--- src/rtl/quad_pkg.sv ---
// quad_pkg: shared state type, phase encodings and constants for the
// quadrature decoder. Phase is always written as {A,B}.
package quad_pkg;

    typedef enum logic [2:0] {
        INIT = 3'd0,
        PH00 = 3'd1,
        PH10 = 3'd2,
        PH11 = 3'd3,
        PH01 = 3'd4
    } state_t;

    localparam logic [1:0] PHASE_00 = 2'b00;
    localparam logic [1:0] PHASE_10 = 2'b10;
    localparam logic [1:0] PHASE_11 = 2'b11;
    localparam logic [1:0] PHASE_01 = 2'b01;

    localparam logic [7:0] ERR_CNT_MAX = 8'd255;

    // Map a qualified {A,B} phase onto the FSM state that represents it.
    function automatic state_t phase_to_state(input logic [1:0] phase);
        state_t s;
        case (phase)
            PHASE_00: s = PH00;
            PHASE_10: s = PH10;
            PHASE_11: s = PH11;
            default:  s = PH01;
        endcase
        return s;
    endfunction

    // Phase held by a state; INIT has no phase and reads as 00.
    function automatic logic [1:0] state_to_phase(input state_t s);
        logic [1:0] p;
        case (s)
            PH10:    p = PHASE_10;
            PH11:    p = PHASE_11;
            PH01:    p = PHASE_01;
            default: p = PHASE_00;
        endcase
        return p;
    endfunction

    // Successor phase when counting up: 00 -> 10 -> 11 -> 01 -> 00.
    function automatic logic [1:0] phase_up(input logic [1:0] phase);
        logic [1:0] p;
        case (phase)
            PHASE_00: p = PHASE_10;
            PHASE_10: p = PHASE_11;
            PHASE_11: p = PHASE_01;
            default:  p = PHASE_00;
        endcase
        return p;
    endfunction

    // Successor phase when counting down (reverse of phase_up).
    function automatic logic [1:0] phase_down(input logic [1:0] phase);
        logic [1:0] p;
        case (phase)
            PHASE_00: p = PHASE_01;
            PHASE_01: p = PHASE_11;
            PHASE_11: p = PHASE_10;
            default:  p = PHASE_00;
        endcase
        return p;
    endfunction

endpackage

--- src/rtl/quad_filter.sv ---
// quad_filter: per-channel front end. SYNC_STAGES-deep synchronizer for an
// asynchronous pin, optionally followed by a glitch filter that only accepts
// a new level after FILTER_LEN consecutive equal samples.
// Optional feature macro: QUAD_FILTER_EN (filter present when defined).
module quad_filter
    import quad_pkg::*;
#(
    parameter int SYNC_STAGES = 2
`ifdef QUAD_FILTER_EN
   ,parameter int FILTER_LEN  = 3
`endif
) (
    input  logic clk,
    input  logic reset,
    input  logic d_i,
    output logic q_o
);

    logic [SYNC_STAGES-1:0] sync_q;
    logic                   sync_out;

    // Shift the raw pin through the synchronizer chain.
    always_ff @(posedge clk or posedge reset) begin
        if (reset) sync_q <= '0;
        else       sync_q <= {sync_q[SYNC_STAGES-2:0], d_i};
    end

    assign sync_out = sync_q[SYNC_STAGES-1];

`ifdef QUAD_FILTER_EN
    logic       level_q, level_d;
    logic [3:0] run_q, run_d;

    // Count consecutive samples that disagree with the accepted level; accept
    // the new level on the FILTER_LEN-th one, drop the run on any agreement.
    always_comb begin
        level_d = level_q;
        run_d   = '0;
        if (sync_out != level_q) begin
            if (run_q == 4'(FILTER_LEN - 1)) level_d = sync_out;
            else                             run_d   = run_q + 4'd1;
        end
    end

    // Filter state registers.
    always_ff @(posedge clk or posedge reset) begin
        if (reset) begin
            level_q <= 1'b0;
            run_q   <= '0;
        end else begin
            level_q <= level_d;
            run_q   <= run_d;
        end
    end

    assign q_o = level_q;
`else
    assign q_o = sync_out;
`endif

endmodule

--- src/rtl/quad_decoder.sv ---
// quad_decoder: turns two asynchronous quadrature channels into step /
// direction pulses for a downstream up/down counter, flags illegal two-bit
// phase jumps and keeps a saturating error count.
// Optional feature macro: QUAD_FILTER_EN adds a glitch filter per channel.
// After reset the FSM stays in INIT until the front end has refilled with
// the live pin levels, so a level present at release never becomes a step.
module quad_decoder
    import quad_pkg::*;
#(
    parameter int SYNC_STAGES = 2,
    parameter int FILTER_LEN  = 3
) (
    input  logic       clk,
    input  logic       reset,
    input  logic       a_in,
    input  logic       b_in,
    input  logic       clr_err,
    output logic       step,
    output logic       up_down,
    output logic       err,
    output logic [7:0] err_count,
    output state_t     dbg_state_o
);

`ifdef QUAD_FILTER_EN
    localparam int FILT_ON = 1;
`else
    localparam int FILT_ON = 0;
`endif
    // Clocks from reset release until the qualified phase reflects the pins.
    localparam int         FRONT_LAT = SYNC_STAGES + FILT_ON * FILTER_LEN;
    localparam logic [4:0] PRIME_CNT = 5'(FRONT_LAT);

    logic       a_qual, b_qual;
    logic [1:0] phase, cur_phase;

    quad_filter #(
        .SYNC_STAGES(SYNC_STAGES)
`ifdef QUAD_FILTER_EN
       ,.FILTER_LEN(FILTER_LEN)
`endif
    ) u_filt_a (
        .clk   (clk),
        .reset (reset),
        .d_i   (a_in),
        .q_o   (a_qual)
    );

    quad_filter #(
        .SYNC_STAGES(SYNC_STAGES)
`ifdef QUAD_FILTER_EN
       ,.FILTER_LEN(FILTER_LEN)
`endif
    ) u_filt_b (
        .clk   (clk),
        .reset (reset),
        .d_i   (b_in),
        .q_o   (b_qual)
    );

    assign phase = {a_qual, b_qual};

    state_t     state_q, state_d;
    logic [4:0] prime_q, prime_d;
    logic       step_q, step_d;
    logic       up_down_q, up_down_d;
    logic       err_q, err_d;
    logic [7:0] cnt_q, cnt_d;

    assign cur_phase = state_to_phase(state_q);

    // Next state: classify each qualified phase change as up, down or illegal.
    always_comb begin
        state_d   = state_q;
        prime_d   = prime_q;
        step_d    = 1'b0;
        up_down_d = up_down_q;
        err_d     = 1'b0;
        cnt_d     = cnt_q;
        case (state_q)
            INIT: begin
                if (prime_q == PRIME_CNT) state_d = phase_to_state(phase);
                else                      prime_d = prime_q + 5'd1;
            end
            default: begin
                if (phase != cur_phase) begin
                    state_d = phase_to_state(phase);
                    if (phase == phase_up(cur_phase)) begin
                        step_d    = 1'b1;
                        up_down_d = 1'b1;
                    end else if (phase == phase_down(cur_phase)) begin
                        step_d    = 1'b1;
                        up_down_d = 1'b0;
                    end else begin
                        err_d = 1'b1;
                    end
                end
            end
        endcase
        if (clr_err)                                cnt_d = '0;
        else if (err_d && (cnt_q != ERR_CNT_MAX))   cnt_d = cnt_q + 8'd1;
    end

    // State and registered outputs.
    always_ff @(posedge clk or posedge reset) begin
        if (reset) begin
            state_q   <= INIT;
            prime_q   <= '0;
            step_q    <= 1'b0;
            up_down_q <= 1'b1;
            err_q     <= 1'b0;
            cnt_q     <= '0;
        end else begin
            state_q   <= state_d;
            prime_q   <= prime_d;
            step_q    <= step_d;
            up_down_q <= up_down_d;
            err_q     <= err_d;
            cnt_q     <= cnt_d;
        end
    end

    assign step        = step_q;
    assign up_down     = up_down_q;
    assign err         = err_q;
    assign err_count   = cnt_q;
    assign dbg_state_o = state_q;

endmodule
--- config.mk ---
export PLATFORM = sky130hd
export DESIGN_NAME = quad_decoder
export DESIGN_NICKNAME = d
export VERILOG_FILES = /design/src/rtl/quad_pkg.sv /design/src/rtl/quad_filter.sv /design/src/rtl/quad_decoder.sv
export SDC_FILE = /design/constraint.sdc
export NUM_CORES = 1
export LEC_CHECK = 0
export BUFFER_PORTS_ARGS = -buffer_cell sky130_fd_sc_hd__buf_4
export CORE_MARGIN = 2
export CORE_UTILIZATION = 62
export CTS_BUF_LIST = sky130_fd_sc_hd__clkbuf_8
export CTS_CLUSTER_SIZE = 8
export DETAILED_ROUTE_END_ITERATION = 12
export GPL_TIMING_DRIVEN = 1
export PLACE_DENSITY = 0.86
export SYNTH_ARGS = -nofsm -noshare
export SYNTH_HDL_FRONTEND = slang
export SYNTH_SLANG_ARGS = --single-unit
--- constraint.sdc ---
create_clock -name clk -period 5.45 [get_ports clk]
set_input_delay 0.2725 -clock clk [delete_from_list [all_inputs] [get_ports clk]]
set_output_delay 0.2725 -clock clk [all_outputs]
set_load 0.005 [all_outputs]
==> impl_metrics.sql, run 1 <==
INSERT INTO impl_metrics (metric_group, metric, value, unit) VALUES
('run_status', 'status', 'finished, final reports clean', ''),
('critical_path', 'cp-start-kind', 'flop', ''),
('sta', 'layout_setup_ws', '3.37', 'ns'),
('placement', 'io_buffer_count', '18', ''),
('critical_path', 'cpLargestDelayFamily', 'compound AO/OA/AOI/OAI gates', ''),
('placement', 'placed_area', '1400', 'sq um'),
('cts', 'max-clock-path-buffers', '2', ''),
('die', 'num_rows', '16', ''),
('cells_and_area', 'n_fill_cell', '158', ''),
('logic_synthesis', 'yosys.area.top_type', 'sky130_fd_sc_hd__dfrtp_1', ''),
('sta', 'skew', '0.00694', 'ns'),
('die', 'fp.coreArea', '1940', 'sq um'),
('logic_synthesis', 'synth_fp_nets', '137', ''),
('detailed_routing', 'vias_per_cell', '5.92', ''),
('sta', 'setup-tns-final', '0', 'ns'),
('detailed_routing', 'remaining_drc_errors', '0', ''),
('logic_synthesis', 'post_synth_main_area_contributors', 'sky130_fd_sc_hd__dfrtp_1 (43%), sky130_fd_sc_hd__ha_1 (5.9%), sky130_fd_sc_hd__xnor2_1 (5.5%)', ''),
('cells_and_area', 'nNetsFinal', '153', ''),
('grt', 'grt_first_pass_wirelength', '4340', 'microns'),
('die', 'die_wd', '49.3', 'microns'),
('cells_and_area', 'stdcell_area', '1450', 'sq um'),
('critical_path', 'reg2regPathDepth', '5', ''),
('sta', 'worst-slew-pin-transition', '0.847', 'ns'),
('die', 'num_io_pins', '19', ''),
('cts', 'clk_latency', '0.26', 'ns'),
('critical_path', 'crit_required', '5.64', 'ns'),
('die', 'initial_core_utilization', '65.6', '%'),
('pwr', 'static_leakage_power', '0.668', 'nW'),
('sta', 'setup_repair_after_global_routing_missed_its_margin', 'false', ''),
('sta', 'slew_headroom', '43.5', '%'),
('logic_synthesis', 'synth_area_per_cell', '10.1', 'sq um'),
('grt', 'globalRoute.totalOverflow', '0', ''),
('logic_synthesis', 'synth_top_area_share', '43.2', '%'),
('worst_hold_path', 'hold_path_depth', '1', ''),
('detailed_routing', 'dr.first_iter.drc_count', '25', ''),
('placement', 'hpwlAfterDp', '1700', 'microns'),
('worst_hold_path', 'holdCritPathClass', 'in2reg', ''),
('critical_path', 'cp_num_buf_inv', '0', ''),
('grt', 'first_global_vias', '958', ''),
('grt', 'number_of_antenna_violations_at_the_first_check_in_global_routing', '0', ''),
('sta', 'timing_hold_violations_final', '0', ''),
('cts', 'cts_buffers', '3', ''),
('pwr', 'peakVddDrop', '0.000219', 'V'),
('detailed_routing', 'antenna_violating_nets_post_route', '0', ''),
('run', 'cap_viol_max_count', '0', ''),
('placement', 'dp.cells', '164', ''),
('cts', 'holdBufCountCts', '0', ''),
('critical_path', 'classification_of_the_worst_setup_path', 'reg2reg', ''),
('die', 'die_h', '49.3', 'microns'),
('sta', 'setup_viol', '0', ''),
('critical_path', 'critPathArrivalTime', '2.27', 'ns'),
('critical_path', 'crit_path_cell_trace', 'xnor2_1 -> o41ai_2 -> o21ai_2 -> or4_1 -> a21oi_1', ''),
('critical_path', 'timing.critical_path.fanout_max', '16', ''),
('placement', 'gp_congestion', '0.797', ''),
('cts', 'clock-root-buffer', 'sky130_fd_sc_hd__clkbuf_8', ''),
('cts', 'tritoncts', 'yes', ''),
('cts', 'cts_sinks', '23', ''),
('detailed_routing', 'detailroute.via_count', '995', ''),
('detailed_routing', 'average_detailed_routed_wire_length_per_instance', '14.2', 'microns'),
('sta', 'timing.final.max_slew_violations', '0', ''),
('logic_synthesis', 'synth-async-reset-ratio', '100', '%'),
('sta', 'fmaxAchievable', '480', 'MHz'),
('pwr', 'power.density_cell_area', '286', 'nW/um^2'),
('logic_synthesis', 'cell_variety_after_synth', '44', ''),
('critical_path', 'crit_path_end_kind', 'flop', ''),
('logic_synthesis', 'number_of_instances_in_the_synthesized_netlist', '126', ''),
('placement', 'detailedPlace.worstSlack', '3.39', 'ns'),
('cts', 'clkSlewWorstSetupHoldPaths', '0.08', 'ns'),
('logic_synthesis', 'synthesis.area', '1270', 'sq um'),
('critical_path', 'worst_path_max_delay_cell', 'sky130_fd_sc_hd__dfrtp_1', ''),
('critical_path', 'critical_path_depth', '5', '');
-- path summary, 6_finish.rpt --
check,startpoint,slack [ns],to
max,u_filt_b.sync_q[1],3.37,err_count[7]
max reg2reg,u_filt_b.sync_q[1],3.37,err_count[7]
min reg2reg,u_filt_b.sync_q[0],0.36,u_filt_b.sync_q[1]
min,a_in,0.11,u_filt_a.sync_q[0]
min in group asynchronous,reset,0.18,u_filt_b.sync_q[0]
max in group asynchronous,reset,4.74,err
-- synth_stat cells, types with 3 or more instances --
library cell              number
sky130_fd_sc_hd__xor2_1        3
sky130_fd_sc_hd__nor3_1        3
sky130_fd_sc_hd__or3_1         3
sky130_fd_sc_hd__nor2_1        9
sky130_fd_sc_hd__inv_1         7
sky130_fd_sc_hd__nand3_1       4
sky130_fd_sc_hd__a21oi_1       7
sky130_fd_sc_hd__o21ai_0       6
sky130_fd_sc_hd__nand4_1       4
sky130_fd_sc_hd__ha_1          6
sky130_fd_sc_hd__xnor2_1       8
sky130_fd_sc_hd__dfrtp_1      22
sky130_fd_sc_hd__nand2_1       7
-- worst reg2reg max path, stage by stage (launching register included) --
cell and delay [ns]:
sky130_fd_sc_hd__dfrtp_1 0.68, sky130_fd_sc_hd__xnor2_1 0.20, sky130_fd_sc_hd__o41ai_2 0.36, sky130_fd_sc_hd__o21ai_2 0.20, sky130_fd_sc_hd__or4_1 0.42, sky130_fd_sc_hd__a21oi_1 0.15
-- stage by stage --
stage / util, % / hold WS [ns]
after floorplan: - / 0.274
after global placement: 72.0 / 0.333
after detailed placement: 72.0 / 0.343
after CTS: 74.4 / 0.102
after global routing: 74.4 / 0.0942
final: 74.4 / 0.107
-- per-layer routing --
layer	wire [microns]	share of wire (%)	track usage (%)	up-vias
met5	0	0	0	-
met4	34	1.4	10.0	0
met3	83	3.5	3.07	6
met2	1270	53	39.0	24
met1	997	42	28.9	490
li1	-	-	-	475
-- kinds of logic (layout without fill, tap and decap cells) --
| group | Yosys count | in the layout | share of synthesized area [%] |
|---|---|---|---|
| compound gates | 29 | 29 | 15.9 |
| xor+xnor | 11 | 11 | 7.56 |
| fa+ha+maj | 6 | 6 | 5.89 |
| buf+inv | 15 | 30 | 5.80 |
| flops | 23 | 23 | 45.3 |
| mux | 5 | 5 | 4.22 |
| simple gates | 37 | 37 | 15.3 |
-- where the power goes --
| part | total, mW | switching (mW) | leakage [nW] | internal [mW] |
|---|---|---|---|---|
| clock | 0.105 | 0.0542 | 0.0255 | 0.0510 |
| combinational | 0.0937 | 0.0450 | 0.348 | 0.0487 |
| sequential | 0.214 | 0.0265 | 0.295 | 0.188 |
| total | 0.413 | 0.126 | 0.668 | 0.288 |
-- sequential cells by signal (all words and copies together), names as in the netlist --
register,flops
err_count,8
up_down,1
dbg_state_o,3
err,1
u_filt_b.sync_q,2
step,1
prime_q,5
u_filt_a.sync_q,2
-- cell type report --
cell class / count / area [sq um] / area share (%)
Clock buffer: 3 / 41.3 / 2.86
Clock inverter: 1 / 5.00 / 0.346
Inverter: 8 / 30.0 / 2.08
Multi-Input combinational cell: 88 / 623 / 43.1
Sequential cell: 23 / 577 / 39.9
Tap cell: 27 / 33.8 / 2.34
Timing Repair Buffer: 18 / 135 / 9.35
-- cell usage in the layout, fill, tap and decap left out, types with 2 or more instances in the layout --
master	instances
sky130_fd_sc_hd__inv_1	7
sky130_fd_sc_hd__a21oi_1	7
sky130_fd_sc_hd__dfrtp_1	22
sky130_fd_sc_hd__or3_1	3
sky130_fd_sc_hd__nor3_1	3
sky130_fd_sc_hd__nor2_1	9
sky130_fd_sc_hd__mux2i_1	2
sky130_fd_sc_hd__clkbuf_8	3
sky130_fd_sc_hd__xor2_1	3
sky130_fd_sc_hd__buf_4	18
sky130_fd_sc_hd__nand4_1	4
sky130_fd_sc_hd__o21ai_0	6
sky130_fd_sc_hd__ha_1	6
sky130_fd_sc_hd__xnor2_1	8
sky130_fd_sc_hd__mux2_1	2
sky130_fd_sc_hd__nand3_1	4
sky130_fd_sc_hd__nand2_1	7
sky130_fd_sc_hd__o22ai_1	2
Note: power is estimated with default switching activity, not from simulation.
==> run 2, diff against run 1 <==
--- a/config.mk
+++ b/config.mk
@@ -7,12 +7,12 @@
 export LEC_CHECK = 0
 export BUFFER_PORTS_ARGS = -buffer_cell sky130_fd_sc_hd__buf_4
 export CORE_MARGIN = 2
-export CORE_UTILIZATION = 62
+export CORE_UTILIZATION = 52
 export CTS_BUF_LIST = sky130_fd_sc_hd__clkbuf_8
 export CTS_CLUSTER_SIZE = 8
 export DETAILED_ROUTE_END_ITERATION = 12
 export GPL_TIMING_DRIVEN = 1
-export PLACE_DENSITY = 0.86
+export PLACE_DENSITY = 0.77
 export SYNTH_ARGS = -nofsm -noshare
 export SYNTH_HDL_FRONTEND = slang
 export SYNTH_SLANG_ARGS = --single-unit
==> constraint.sdc (replaced) <==
create_clock -name clk -period 1.7 [get_ports clk]
set_input_delay 0.085 -clock clk [delete_from_list [all_inputs] [get_ports clk]]
set_output_delay 0.085 -clock clk [all_outputs]
set_load 0.005 [all_outputs]
==> run 2 against run 1 <==
The run now ends with setup timing left. Core utilization increased by 7.1 points. Total power rose to 3.7 times the previous value. Cell area rose by 27%. Setup slack got worse by 3.6 ns. Clock skew down 0.0055 ns. Maximum frequency is 9.6% higher. Critical path depth increased by 2. Die area rose by 18%. Critical endpoint unchanged.
==> impl_metrics.sql, run 2 (same netlist as run 1, synthesis figures left out) <==
INSERT INTO impl_metrics (metric_group, metric, value, unit) VALUES
('grt', 'number_of_antenna_violations_at_the_first_check_in_global_routing', '0', ''),
('run_status', 'violations_in_the_final_reports', 'setup timing', ''),
('sta', 'setup_repair_after_global_routing_missed_its_margin', 'true', ''),
('sta', 'whs', '0.0437', 'ns'),
('cells_and_area', 'finish.cell_count_without_fillers', '203', ''),
('grt', 'grt_start_max_net_pins', '24', ''),
('cts', 'tritoncts', 'yes', ''),
('die', 'die_h', '53.5', 'microns'),
('placement', 'dp.cells', '182', ''),
('run_status', 'status', 'finished with violations', ''),
('grt', 'groute.usage.overall', '22.4', '%'),
('sta', 'timing.final.max_slew_violations', '0', ''),
('cts', 'cts_sinks', '23', ''),
('cells_and_area', 'final_util', '81.5', '%'),
('cts', 'clk_latency', '0.27', 'ns'),
('cts', 'clock-root-buffer', 'sky130_fd_sc_hd__clkbuf_8', ''),
('grt', 'globalRoute.totalOverflow', '0', ''),
('cells_and_area', 'layout_common_cells', 'sky130_fd_sc_hd__buf_4 (45), sky130_fd_sc_hd__dfrtp_1 (20), sky130_fd_sc_hd__nor2_1 (8)', ''),
('cts', 'clkSlewWorstSetupHoldPaths', '0.08', 'ns'),
('pwr', 'peakVddDrop', '0.000676', 'V'),
('sta', 'skew', '0.00139', 'ns'),
('cells_and_area', 'layout.cells.most_common', 'sky130_fd_sc_hd__buf_4', ''),
('sta', 'setup-tns-final', '-1.29', 'ns'),
('detailed_routing', 'antenna_violating_nets_post_route', '0', ''),
('placement', 'hpwlAfterDp', '1860', 'microns'),
('critical_path', 'critPathArrivalTime', '2.10', 'ns'),
('critical_path', 'worst-r2r-setup-slack', '-0.20', 'ns'),
('die', 'fp.coreArea', '2250', 'sq um'),
('cts', 'cts_buffers', '3', ''),
('placement', 'gp_congestion', '0.825', ''),
('cells_and_area', 'layout-drive-gt1-share', '44.6', '%'),
('detailed_routing', 'dr.first_iter.drc_count', '30', ''),
('placement', 'io_buffer_count', '18', ''),
('cells_and_area', 'insertedDiodeCount', '0', ''),
('cells_and_area', 'nNetsFinal', '187', ''),
('cts', 'htree_levels', '1', ''),
('detailed_routing', 'remaining_drc_errors', '0', ''),
('sta', 'setup_viol', '9', ''),
('die', 'num_rows', '17', ''),
('sta', 'slew_headroom', '78.2', '%'),
('cells_and_area', 'layout-area-overhead-vs-synth', '44.3', '%'),
('sta', 'layout_setup_ws', '-0.199', 'ns'),
('die', 'initial_core_utilization', '56.5', '%'),
('cells_and_area', 'largest_reg_flops', '8', ''),
('die', 'die_wd', '53.5', 'microns'),
('detailed_routing', 'drtPass1Iterations', '4', ''),
('critical_path', 'cp-start-kind', 'flop', ''),
('die', 'num_io_pins', '19', ''),
('sta', 'period_needed', '1.90', 'ns'),
('worst_hold_path', 'holdCritPathClass', 'in2reg', ''),
('grt', 'first_global_vias', '1013', ''),
('grt', 'grt_first_pass_wirelength', '4540', 'microns'),
('pwr', 'static_leakage_power', '0.875', 'nW'),
('sta', 'fmaxAchievable', '527', 'MHz'),
('detailed_routing', 'average_detailed_routed_wire_length_per_instance', '15.8', 'microns'),
('cts', 'max-clock-path-buffers', '2', ''),
('detailed_routing', 'drt_wl_total', '3210', 'microns'),
('detailed_routing', 'vias_per_cell', '5.56', ''),
('critical_path', 'classification_of_the_worst_setup_path', 'reg2reg', ''),
('sta', 'timing_hold_violations_final', '0', ''),
('critical_path', 'crit_path_end_kind', 'flop', ''),
('detailed_routing', 'detailroute.via_count', '1128', ''),
('pwr', 'power.density_cell_area', '839', 'nW/um^2'),
('critical_path', 'timing.critical_path.fanout_max', '6', ''),
('die', 'fp.dieArea', '2860', 'sq um'),
('run', 'cap_viol_max_count', '0', ''),
('sta', 'worst-slew-pin-transition', '0.324', 'ns'),
('critical_path', 'crit_required', '1.90', 'ns'),
('sta', 'period_share', '112', '%');
## run 2: cell types whose count changed in the layout (fill, tap and decap cells not counted), moves of 3 or more
cell	before	now
sky130_fd_sc_hd__dlygate4sd3_1	0	3
sky130_fd_sc_hd__buf_6	0	4
sky130_fd_sc_hd__buf_4	18	45
sky130_fd_sc_hd__or3_1	3	0
sky130_fd_sc_hd__or3_4	0	3
## run 2: path summary, 6_finish.rpt
check                                     end               start  cells after the start
max reg2reg                      err_count[7]      dbg_state_o[1]                      7
min                              err_count[3]             clr_err                      2
min in group asynchronous        err_count[0]               reset                      4
max in group asynchronous             up_down               reset                      4
max                              err_count[7]      dbg_state_o[1]                      7
min reg2reg                u_filt_a.sync_q[1]  u_filt_a.sync_q[0]                      0
## run 2: layout make-up
class	instances	area, sq um
repair buffers	52	413
clock buffers	3	41.3
multi-input cells	88	732
fillers	131	417
well taps	28	35.0
flip-flops and latches	23	579
clock inverters	1	7.51
inverters	8	30.0
## run 2: report_power, final
| group | leakage [nW] | total [mW] | switching, mW | internal [mW] |
|---|---|---|---|---|
| Sequential | 0.293 | 0.656 | 0.0522 | 0.604 |
| Clock | 0.0217 | 0.349 | 0.183 | 0.166 |
| Combinational | 0.560 | 0.537 | 0.243 | 0.294 |
## run 2: routing by layer
metal  global-route usage, %  vias up  part of all wire (%)
li1                        -      548                     -
met1                    28.6      535                    43
met2                    37.7       33                    51
met3                    5.93       12                   4.0
met4                    5.13        0                   2.2
met5                       0        -                     0
## run 2: stage by stage
step                setup WS (ns)  area [sq um]  total power [mW]
floorplan                  -0.108          1300             0.911
global placement          -0.0603          1550              1.06
detailed placement         -0.177          1550              1.07
CTS                        -0.150          1700              1.46
global route               -0.268          1840              1.63
finish                     -0.199          1840              1.54
## run 2: worst max-delay path, cell delays in order, from the launching register on
cell	delay, ns
sky130_fd_sc_hd__dfrtp_1	0.41
sky130_fd_sc_hd__buf_6	0.14
sky130_fd_sc_hd__nand4b_1	0.24
sky130_fd_sc_hd__o41ai_4	0.09
sky130_fd_sc_hd__buf_4	0.19
sky130_fd_sc_hd__o21ai_4	0.08
sky130_fd_sc_hd__or4_1	0.53
sky130_fd_sc_hd__a21oi_1	0.15
## run 2: what timing repair did
item | in CTS | in global routing
hold buffers | 3 | 0
setup buffers | 4 | 10
resized for setup | 7 | 17
endpoints found under the hold margin | 24 | 0
pin swaps | 7 | 12
setup endpoints to repair | 6 | 12
